File: src/rtl/conv3x3_window_sequencer.sv
// Address/strobe sequencer for a 3x3 convolution datapath: walks every valid
// window of the frame, issues 9 pixel/weight reads per output pixel and flags
// each completed accumulator sum with its output coordinates.
module conv3x3_window_sequencer #(
    parameter int unsigned IMG_W  = 8,
    parameter int unsigned IMG_H  = 8,
    parameter int unsigned ADDR_W = 6
) (
    input  logic              clk_i,
    input  logic              rst_ni,
    input  logic              start_i,
    input  logic              hold_i,
    output logic              busy_o,
    output logic              done_o,
    output logic              pix_rd_en_o,
    output logic [ADDR_W-1:0] pix_addr_o,
    output logic [3:0]        w_addr_o,
    output logic              acc_valid_o,
    output logic              res_valid_o,
    output logic [7:0]        res_x_o,
    output logic [7:0]        res_y_o
);

    localparam logic [7:0] OxLast = 8'(IMG_W - 3);
    localparam logic [7:0] OyLast = 8'(IMG_H - 3);

    typedef enum logic [1:0] {StIdle, StRun, StDrain} state_e;

    state_e     state_q, state_d;
    logic [1:0] kx_q, kx_d, ky_q, ky_d;
    logic [7:0] ox_q, ox_d, oy_q, oy_d;

    logic       issue, win_end, frame_end;

    // Two-stage pipeline matching the 1-cycle read latency plus the accumulator stage.
    logic       acc_valid_q, last1_q, res_valid_q;
    logic [7:0] x1_q, y1_q, res_x_q, res_y_q;

    logic [ADDR_W-1:0] row, col;

    // Tap issue and window/frame boundary decode from the current counters.
    always_comb begin
        issue     = (state_q == StRun) && !hold_i;
        win_end   = (kx_q == 2'd2) && (ky_q == 2'd2);
        frame_end = win_end && (ox_q == OxLast) && (oy_q == OyLast);
    end

    // Next-state and counter advance; kx fastest, then ky, ox, oy.
    always_comb begin
        state_d = state_q;
        kx_d    = kx_q;
        ky_d    = ky_q;
        ox_d    = ox_q;
        oy_d    = oy_q;
        unique case (state_q)
            StIdle: begin
                if (start_i) begin
                    state_d = StRun;
                    kx_d    = 2'd0;
                    ky_d    = 2'd0;
                    ox_d    = 8'd0;
                    oy_d    = 8'd0;
                end
            end
            StRun: begin
                if (!hold_i) begin
                    if (kx_q != 2'd2) begin
                        kx_d = kx_q + 2'd1;
                    end else begin
                        kx_d = 2'd0;
                        if (ky_q != 2'd2) begin
                            ky_d = ky_q + 2'd1;
                        end else begin
                            ky_d = 2'd0;
                            if (ox_q != OxLast) begin
                                ox_d = ox_q + 8'd1;
                            end else begin
                                ox_d = 8'd0;
                                oy_d = (oy_q == OyLast) ? 8'd0 : oy_q + 8'd1;
                            end
                        end
                    end
                    if (frame_end) begin
                        state_d = StDrain;
                    end
                end
            end
            StDrain: begin
                // Only the final window's sum can still be in flight here.
                if (res_valid_q) begin
                    state_d = StIdle;
                end
            end
            default: state_d = StIdle;
        endcase
    end

    // State and counter registers.
    always_ff @(posedge clk_i or negedge rst_ni) begin
        if (!rst_ni) begin
            state_q <= StIdle;
            kx_q    <= 2'd0;
            ky_q    <= 2'd0;
            ox_q    <= 8'd0;
            oy_q    <= 8'd0;
        end else begin
            state_q <= state_d;
            kx_q    <= kx_d;
            ky_q    <= ky_d;
            ox_q    <= ox_d;
            oy_q    <= oy_d;
        end
    end

    // Strobe and coordinate pipeline; hold never stalls taps already issued.
    always_ff @(posedge clk_i or negedge rst_ni) begin
        if (!rst_ni) begin
            acc_valid_q <= 1'b0;
            last1_q     <= 1'b0;
            res_valid_q <= 1'b0;
            x1_q        <= 8'd0;
            y1_q        <= 8'd0;
            res_x_q     <= 8'd0;
            res_y_q     <= 8'd0;
        end else begin
            acc_valid_q <= issue;
            last1_q     <= issue && win_end;
            res_valid_q <= last1_q;
            if (issue && win_end) begin
                x1_q <= ox_q;
                y1_q <= oy_q;
            end
            if (last1_q) begin
                res_x_q <= x1_q;
                res_y_q <= y1_q;
            end
        end
    end

    // Output decode; addresses follow the counters directly.
    always_comb begin
        row         = ADDR_W'(oy_q) + ADDR_W'(ky_q);
        col         = ADDR_W'(ox_q) + ADDR_W'(kx_q);
        pix_addr_o  = row * ADDR_W'(IMG_W) + col;
        w_addr_o    = {2'b00, ky_q} * 4'd3 + {2'b00, kx_q};
        pix_rd_en_o = issue;
        busy_o      = (state_q != StIdle);
        done_o      = (state_q == StDrain) && res_valid_q;
        acc_valid_o = acc_valid_q;
        res_valid_o = res_valid_q;
        res_x_o     = res_x_q;
        res_y_o     = res_y_q;
    end

endmodule

File: config.mk
export PLATFORM = sky130hd
export DESIGN_NAME = conv3x3_window_sequencer
export DESIGN_NICKNAME = d
export VERILOG_FILES = /design/src/rtl/conv3x3_window_sequencer.sv
export SDC_FILE = /design/constraint.sdc
export NUM_CORES = 1
export LEC_CHECK = 0
export CAP_MARGIN = 10
export CORE_UTILIZATION = 60
export CTS_CLUSTER_SIZE = 24
export DETAILED_ROUTE_END_ITERATION = 10
export GPL_ROUTABILITY_DRIVEN = 0
export PLACE_DENSITY = 0.85
export SLEW_MARGIN = 15
export SYNTH_ARGS = -nofsm -noshare
export SYNTH_HDL_FRONTEND = slang
export SYNTH_SLANG_ARGS = --single-unit
export TNS_END_PERCENT = 30
File: constraint.sdc
create_clock -name clk_i -period 3.4 [get_ports clk_i]
set_clock_uncertainty 0.2 [all_clocks]
set_input_delay 0.34 -clock clk_i [delete_from_list [all_inputs] [get_ports clk_i]]
set_output_delay 0.34 -clock clk_i [all_outputs]
set_load 0.005 [all_outputs]
==> results by group <==
Route
  • Total Routed Length: 5.73 mm
  • Total number of vias: 2102
  • Mean routed wirelength per cell: 15.8 um
  • Number of vias per cell after detailed routing: 5.77
  • Remaining antenna violation count after routing: 0
  • Number of DRC violations after detailed routing: 0
  • Detailed Routing Iterations Pass 1: 4
  • Drt first-iter violations: 115

Power and ir drop
  • Reported leakage power: 1.67 nW
  • Overall Power: 2.38 mW
  • Cell Pwr Density: 673 mW/mm^2
  • VDD IR-drop max: 0.655 mV

Timing
  • Number of hold-slack violations in the final timing report: 0
  • Shortest period the worst path allows: 3.19 ns
  • Transition time at the pin with the least slew margin: 0.810 ns
  • Worst max-slew margin expressed relative to the limit: 46.0%
  • Summed negative setup slack over all endpoints: 0 ns
  • Max Slew Vio Count: 0
  • RSZ-0062 raised after global routing: no
  • Minimum hold slack: 0.293 ns
  • Number of setup violations in the final report: 0
  • Fmax achieved: 0.313 GHz
  • Final period util: 93.9%

Clocking
  • Count of H-tree levels built during CTS: 3
  • CTS tree: done
  • CTS Root Cell: clkbuf_8
  • Total CTS buffers: 9
  • CTS Sinks: 57
  • Insertion delay to the later sink of the worst-skew pair: 0.33 ns
  • Clock-pin slew of the registers on the worst-case setup and hold paths: 0.06 ns
  • Max clock buf depth: 2

Layout
  • Area growth syn-to-layout: 20.0%
  • Number of inserted diodes: 0
  • Share of final-layout standard cells stronger than drive strength 1: 16.5%
  • Fin cells: 364
  • Final net count: 316
  • Most frequent standard cell in the layout excluding fill and tap cells: dfrtp_1
  • Summed area of non-filler cells in the final layout: 0.00353 mm^2
  • Most used cells in the layout excluding fill and tap cells: 56 x dfrtp_1, 32 x clkdlybuf4s50_1, 18 x nand2_1, 18 x mux2_2, 17 x inv_1

GRT
  • Tot GR Track Use: 25.0%
  • Leftover overflow at the end of global routing: 0
  • Initial antenna violation count: 0
  • Vias in the first global route: 2050
  • Largest net degree at the start of global routing: 37
  • Wire length of the first global-routing pass: 9.73 mm

Yosys
  • Leading cell types by total area after synthesis: dfrtp_1 49%, mux2_2 6.9%, ha_1 6.0%
  • Cell area after synthesis: 0.00294 mm^2
  • Number of synthesized register bits: 57
  • Seq/Total Area, Yosys: 48.5%
  • Synth top area share: 48.5%
  • Most used flip-flop cell after synthesis: dfrtp_1
  • Synthesized instance count: 258
  • Biggest area consumer among synthesized cells: dfrtp_1
  • Syn nets: 280
  • Avg Synthesized Cell Area: 11.4 um^2
  • Synth async-reset ratio: 100%
  • Yosys warns: 0
  • Synth unique cells: 49
  • Number of flops mapped to enable cells by yosys: 0

Setup path
  • Endpoint kind of the worst setup timing path: primary output
  • R2R Path End: y1_q[3]$_DFFE_PN0P_
  • Crit path kind: reg -> out
  • Critical Path AT: 2.65 ns
  • R2r startpoint: ky_q[0]$_DFFE_PN0P_
  • Maximum fanout encountered on the critical timing path: 8
  • Number of cell instances on the worst register-to-register path: 6
  • Internal reg-to-reg setup slack: 0.91 ns
  • Required time reported for the critical path endpoint: 2.86 ns
  • Worst setup SP type: register

Run status
  • Outcome: completed

Floorplan
  • Chip Width: 72.0 um
  • Core Box Area: 0.00472 mm^2
  • Total number of placement rows: 25
  • Die area: 0.00518 mm^2
  • Starting density of the core: 62.3%
  • Die height: 72.0 um
  • Top-level port count: 35

Min path
  • Worst hold start: y1_q[1]$_DFFE_PN0P_
  • Worst hold stages: 2
  • Min-Delay Path Class: reg -> reg
  • Endpoint of the worst hold path: y1_q[1]$_DFFE_PN0P_

Placed design
  • Number of instances in the placed design: 349
  • Count of port buffers added during placement: 34
  • Half-perimeter wire length of the detailed placement result: 3.96 mm
  • DP Area: 0.00331 mm^2

Flow run
  • Count of max-cap constraint violations: 0
-- registers in the layout (all words and copies together) (netlist names) --
| name | flops |
|---|---|
| ox_q | 8 |
| oy_q | 8 |
| res_x_o | 8 |
| res_y_o | 8 |
| x1_q | 8 |
| y1_q | 8 |
| kx_q | 2 |
| ky_q | 2 |
| state_q | 2 |
| acc_valid_o | 1 |
| last1_q | 1 |
| res_valid_o | 1 |
-- critical path: stages (launching register included) --
cell             delay, ns
dfrtp_2               0.44
inv_1                 0.10
fa_1                  0.54
inv_1                 0.04
ha_1                  0.19
inv_1                 0.06
fa_1                  0.41
inv_1                 0.06
clkdlybuf4s50_1       0.49
-- layer usage --
layer	vias up	wire length, um	track usage, %
li1	994	-	-
met1	1020	2610	33.1
met2	80	2740	40.7
met3	8	296	5.42
met4	0	84	9.80
met5	-	0	0
-- power breakdown --
| part | switching [mW] | internal (mW) | total [mW] |
|---|---|---|---|
| clock | 0.253 | 0.390 | 0.643 |
| sequential | 0.123 | 0.808 | 0.931 |
| combinational | 0.313 | 0.487 | 0.800 |
| total | 0.690 | 1.69 | 2.38 |
-- synth_stat cells (all sizes together), types with 4 or more instances --
cell type / count
a21o: 5
a21oi: 8
a31oi: 7
buf: 6
clkbuf: 6
dfrtp: 57
fa: 4
ha: 14
inv: 17
mux2: 27
nand2: 18
nand2b: 6
nand3: 9
nor2: 8
nor3: 5
o21ai: 16
xnor2: 5
-- cells by family (layout without fill, tap and decap cells) --
| group | Yosys count | in the layout | share of synthesized area [%] |
|---|---|---|---|
| xor+xnor | 6 | 6 | 1.79 |
| compound gates | 50 | 50 | 11.2 |
| mux | 29 | 29 | 12.2 |
| fa+ha+maj | 18 | 18 | 8.68 |
| simple gates | 69 | 69 | 13.3 |
| flops | 57 | 57 | 48.5 |
| buf+inv | 29 | 68 | 4.34 |
-- metrics by stage --
stage                     setup slack [ns]  utilization, %
after floorplan                       1.06               -
after global placement               0.507            70.1
after detailed placement             0.435            70.1
after CTS                           0.0764            74.6
after global routing                0.0403            74.7
final                                0.207            74.7
-- worst max-delay path by stage --
stage / startpoint / end / slack [ns] / cells past startpoint
2_1_floorplan: kx_q[1]$_DFFE_PN0P_ / w_addr_o[2] / 1.06 / 7
3_5_place_dp: oy_q[0]$_DFFE_PN0P_ / pix_addr_o[5] / 0.43 / 9
6_report: kx_q[1]$_DFFE_PN0P_ / w_addr_o[2] / 0.21 / 8
3_3_place_gp: oy_q[0]$_DFFE_PN0P_ / pix_addr_o[5] / 0.51 / 9
4_1_cts: oy_q[0]$_DFFE_PN0P_ / pix_addr_o[5] / 0.08 / 9
5_1_grt: kx_q[1]$_DFFE_PN0P_ / w_addr_o[2] / 0.04 / 8
-- cell type report --
| cell class | count | area, um^2 |
|---|---|---|
| Sequential cell | 57 | 1430 |
| Multi-Input combinational cell | 172 | 1390 |
| Fill cell | 342 | 1200 |
| Timing Repair Buffer | 37 | 363 |
| Clock buffer | 12 | 165 |
| Tap cell | 67 | 83.8 |
| Inverter | 17 | 63.8 |
| Clock inverter | 2 | 37.5 |
-- repair_timing --
| action | CTS | global route |
|---|---|---|
| setup endpoints to repair | 0 | 2 |
| hold buffers | 1 | 0 |
| buffers inserted | 0 | 0 |
| resized for setup | 0 | 2 |
| hold endpoints to repair | 35 | 0 |
Power figures use the tool's default switching activity.
==> RTL change 1 (same settings) <==
The parameter `IMG_W` goes from 8 to 4.
--- a/src/rtl/conv3x3_window_sequencer.sv
+++ b/src/rtl/conv3x3_window_sequencer.sv
@@ -2,7 +2,7 @@
 // window of the frame, issues 9 pixel/weight reads per output pixel and flags
 // each completed accumulator sum with its output coordinates.
 module conv3x3_window_sequencer #(
-    parameter int unsigned IMG_W  = 8,
+    parameter int unsigned IMG_W  = 4,
     parameter int unsigned IMG_H  = 8,
     parameter int unsigned ADDR_W = 6
 ) (
Behaviour: not the same (Yosys sat finds a counterexample within 10 cycles, from zero or initial values and one cycle with rst_ni low).
==> RTL change 1 against the unedited design <==
  * Sequential cell count stayed put
  * Design area increased by 0.64%
  * Non-clock buffer count increased by 5
  * Area after synthesis fell by 0.64%
  * Worst setup slack worse by 110 ps
  * Highest routed layer unchanged
  * Final cell count fell by 1.6%
  * Total power fell by 3.8%
  * Sequential share of layout area shrank 0.22 points
  * Global-route usage is 0.89 points higher
  * Count of clock-buffer cells in the layout decreased by 1
  * Die area decreased by 0.62%
  * Wire length up 0.77%
  * Largest power group unchanged
==> RTL change 1: results (changes against the unedited design) <==
[cells_and_area]
n_fill_cell=297  ; was 342
final_nets=324  ; was 316
clock_buffers=11  ; was 12
multi_input_area_share=0.400  ; was 0.393
seq_area_um2=1430  ; about the same
inverters=15  ; was 17
non_clock_buffer_area_share=0.113  ; was 0.103
num-multi-input-gates=175  ; was 172
clock_area_frac=0.0497  ; was 0.0575
drive_gt1_frac=0.207  ; was 0.165

[worst_setup_path]
crit_arrival_ps=2760  ; was 2650 ps
cp_max_fo=4  ; was 8
cp_slowest_cell=clkdlybuf4s50_1  ; was fa_1

[yosys]
synth_mux_area_frac=0.119  ; was 0.122
synth_common_cells=dfrtp_1, mux2_2, nand2_1  ; unchanged
synthTopCellsByArea=dfrtp_1, mux2_2, ha_1  ; unchanged
yosysSeqAreaShare=0.488  ; was 0.485
synthXorXnorAreaFrac=0.0480  ; was 0.0179
synth.distinct_cells=45  ; was 49
synth_compound_area_frac=0.102  ; was 0.112
synth_nets=279  ; was 280

[power_and_ir_drop]
p_sw_uw=745  ; was 690 uW
switching_share=0.326  ; was 0.290
comb_power_uw=788  ; was 800 uW
p_clk_uw=583  ; was 643 uW
power.leakage_nw=1.74  ; was 1.67 nW
irDropWorstVdd_mv=0.341  ; was 0.655 mV

[placement]
place_ws_ps=380  ; was 435 ps
dp_hpwl_um=3980  ; was 3960 um

[run_status]
status=completed  ; unchanged

[timing]
worst_slew_pin_slew_ps=706  ; was 810 ps

[global_route]
grt_pass1_wl_um=9740  ; was 9730 um
grt_use_total=0.259  ; was 0.250
global_route.usage.met2=0.388  ; was 0.407
use_met3=0.107  ; was 0.0542
grt_max_degree=31  ; was 37
grt_use_met1=0.338  ; was 0.331
first_global_vias=2022  ; was 2050

[route]
dr_wl_met3_um=397  ; was 296 um
routed.top_layer=met4  ; unchanged
drtIter0Drc=146  ; was 115
wl_met1_um=2440  ; was 2610 um
routedWlPerCell_um=16.1  ; was 15.8 um
via_count=2059  ; was 2102

[cts]
cts_root_buffer=clkbuf_8  ; unchanged
cts.repair.resized=1  ; was 0

==> RTL change 1: final timing paths <==
check	from	end	slack, ps	cells after the start
worst max register to register	ky_q[0]$_DFFE_PN0P_	oy_q[0]$_DFFE_PN0P_	530	8
worst min register to register	x1_q[0]$_DFFE_PN0P_	x1_q[0]$_DFFE_PN0P_	290	2
min in group asynchronous	rst_ni	kx_q[0]$_DFFE_PN0P_	370	2
worst min-delay path	x1_q[0]$_DFFE_PN0P_	x1_q[0]$_DFFE_PN0P_	290	2
worst max-delay path	ky_q[0]$_DFFE_PN0P_	pix_addr_o[4]	100	6
max in group asynchronous	rst_ni	ox_q[6]$_DFFE_PN0P_	1830	3
==> RTL change 1: metrics by stage <==
step / std cells / utilization / cell area (um2) / hold slack, ps
finish: 358 / 0.757 / 3550 / 292
global route: 358 / 0.757 / 3550 / 321
CTS: 355 / 0.749 / 3510 / 287
detailed placement: 339 / 0.709 / 3320 / 207
global placement: 339 / 0.709 / 3320 / 214
floorplan: 255 / - / 2920 / -156
==> RTL change 2 (config.mk and constraints unchanged) <==
Made on the original files. Encoding of `state_e`: now one-hot (3 bits for 3 states).
--- a/src/rtl/conv3x3_window_sequencer.sv
+++ b/src/rtl/conv3x3_window_sequencer.sv
@@ -24,7 +24,7 @@
     localparam logic [7:0] OxLast = 8'(IMG_W - 3);
     localparam logic [7:0] OyLast = 8'(IMG_H - 3);
 
-    typedef enum logic [1:0] {StIdle, StRun, StDrain} state_e;
+    typedef enum logic [2:0] {StIdle = 3'b001, StRun = 3'b010, StDrain = 3'b100} state_e;
 
     state_e     state_q, state_d;
     logic [1:0] kx_q, kx_d, ky_q, ky_d;
Check against the original RTL: same outputs for any inputs over 10 cycles, from zero or initial values and one cycle with rst_ni low; not proved beyond that.
==> RTL change 2 against the unedited design <==
  * Core utilization increased by 2.3 points
  * Sequential cell count increased by 1
  * Total power decreased by 17%
  * Wire length increased by 7.0%
  * Final cell count increased by 4.1%
  * Via count increased by 7.3%
  * Area after synthesis increased by 1.4%
  * Design area increased by 3.8%
  * Worst setup slack got worse by 5.2 ps
  * Largest cell class unchanged
  * Largest power group unchanged
==> RTL change 2: results (changes against the unedited design) <==
[global_route]
first_global_vias=2053  ; was 2050
grt_use_total=0.258  ; was 0.250
antenna_found_initial=0  ; unchanged
grt_max_degree=29  ; was 37
grt_pass1_wl_um=9970  ; was 9730 um

[yosys]
synth_ff_type=dfrtp_1  ; unchanged
synthXorXnorAreaFrac=0.0176  ; was 0.0179
synth_common_cells=dfrtp_1, mux2_2, inv_1  ; was dfrtp_1, mux2_2, nand2_1
synth_mux_area_frac=0.113  ; was 0.122
synth_nets=284  ; was 280
synthTopCellsByArea=dfrtp_1, mux2_2, ha_1  ; unchanged
yosysSeqAreaShare=0.487  ; was 0.485
synth-async-reset-ratio=1.00  ; unchanged
synth.distinct_cells=50  ; was 49
synth_compound_area_frac=0.120  ; was 0.112
ys_warn_count=0  ; unchanged
synthAdderAreaFrac=0.0856  ; was 0.0868

[placement]
place_area_um2=3390  ; was 3310 um2
dp_hpwl_um=4100  ; was 3960 um
port_buffers=34  ; unchanged

[min_path]
min_path_type=reg2reg  ; unchanged
whs_path_depth=2  ; unchanged

[worst_setup_path]
rr_worst_depth=6  ; unchanged
max_stage_delay_ps=500  ; was 540 ps
cp_slowest_cell=fa_1  ; unchanged
cp_max_fo=4  ; was 8

[power_and_ir_drop]
irDropWorstVdd_mv=0.412  ; was 0.655 mV
power.leakage_nw=1.70  ; was 1.67 nW
switching_share=0.288  ; was 0.290

[cells_and_area]
n_fill_cell=319  ; was 342
final_nets=329  ; was 316
antenna_cells=0  ; unchanged
drive_gt1_frac=0.208  ; was 0.165

[cts]
cts_buffers=9  ; unchanged
cts_buffer_depth=2  ; unchanged
cts_root_buffer=clkbuf_8  ; unchanged
clock_latency_ps=340
clk_pin_slew_worst_paths_ps=70
cts_max_level=3  ; unchanged

[route]
routedWlPerCell_um=16.2  ; was 15.8 um
drc=0  ; unchanged
drt-pass1-iter-count=6  ; was 4
drtIter0Drc=198  ; was 115
via_count=2255  ; was 2102

[run_status]
status=completed  ; unchanged

[timing]
worst_slew_pin_slew_ps=758  ; was 810 ps

[run]
cap_violations=0  ; unchanged

[RTL change 2: cell types whose count changed after synthesis, sizes merged, moves of 3 or more]
| cell | change |
|---|---|
| a21oi | +4 |
| nand2 | -4 |
| nor2 | -4 |
| a21o | -3 |
| inv | +3 |
| mux2 | +3 |
| nand2b | -3 |
| nor2b | -3 |
| nor3b | +3 |
| or3 | +3 |
[RTL change 2: cell families (layout without fill, tap and decap cells)]
logic type	after synthesis	count (layout)
flops	58	58
buf+inv	30	80
mux	30	30
fa+ha+maj	18	18
xor+xnor	6	6
simple gates	63	63
compound gates	57	57
[RTL change 2: what timing repair did]
item / 4_1_cts / 5_1_grt
resized for setup: 1 / 2
setup buffers: 2 / 0
pin swaps: 0 / 1
hold buffers: 1 / 0
endpoints found under the hold margin: 25 / 0
setup endpoints to repair: 1 / 2
[RTL change 2: per-layer routing]
metal,global-route usage,share of wire,vias up
met2,0.408,0.50,101
met4,0.107,0.021,0
met1,0.338,0.42,1097
met5,0,0,-
li1,-,-,1035
met3,0.0681,0.060,22
[RTL change 2: layout make-up]
class	instances	area, um2	area share
Inverter	20	75.1	0.0205
Tap cell	67	83.8	0.0229
Multi-Input combinational cell	174	1390	0.381
Timing Repair Buffer	44	415	0.114
Clock inverter	4	72.6	0.0198
Clock buffer	12	165	0.0451
Sequential cell	58	1450	0.397
[RTL change 2: worst paths after layout]
| check | startpoint | slack [ps] | end |
|---|---|---|---|
| min in group asynchronous | rst_ni | 350 | kx_q[0]$_DFFE_PN0P_ |
| max in group asynchronous | rst_ni | 2000 | x1_q[3]$_DFFE_PN0P_ |
| max reg2reg | oy_q[1]$_DFFE_PN0P_ | 840 | state_q[1]$_DFFE_PN0P_ |
| max | ky_q[0]$_DFFE_PN0P_ | 200 | w_addr_o[2] |
| min | x1_q[1]$_DFFE_PN0P_ | 270 | x1_q[1]$_DFFE_PN0P_ |
| min reg2reg | x1_q[1]$_DFFE_PN0P_ | 270 | x1_q[1]$_DFFE_PN0P_ |
[RTL change 2: per-stage QoR]
step                instances  setup WS [ps]
floorplan                 262           1050
global placement          360            423
detailed placement        360            378
CTS                       379           39.7
global route              379           63.8
finish                    379            202
[RTL change 2: critical path: cells and delay by family (launching register included)]
family / cells / cell delay [ps]
adders and majority gates: 3 / 1090
buffers and inverters: 6 / 860
DFF: 1 / 370
[RTL change 2: power by group through the flow]
stage          registers, mW  logic (mW)  clock network [mW]
2_1_floorplan          0.774       0.287                   0
6_report               0.791       0.447               0.743
5_1_grt                0.798       0.495               0.774
3_5_place_dp           0.802       0.436                   0
3_3_place_gp           0.800       0.427                   0
4_1_cts                0.788       0.447               0.748
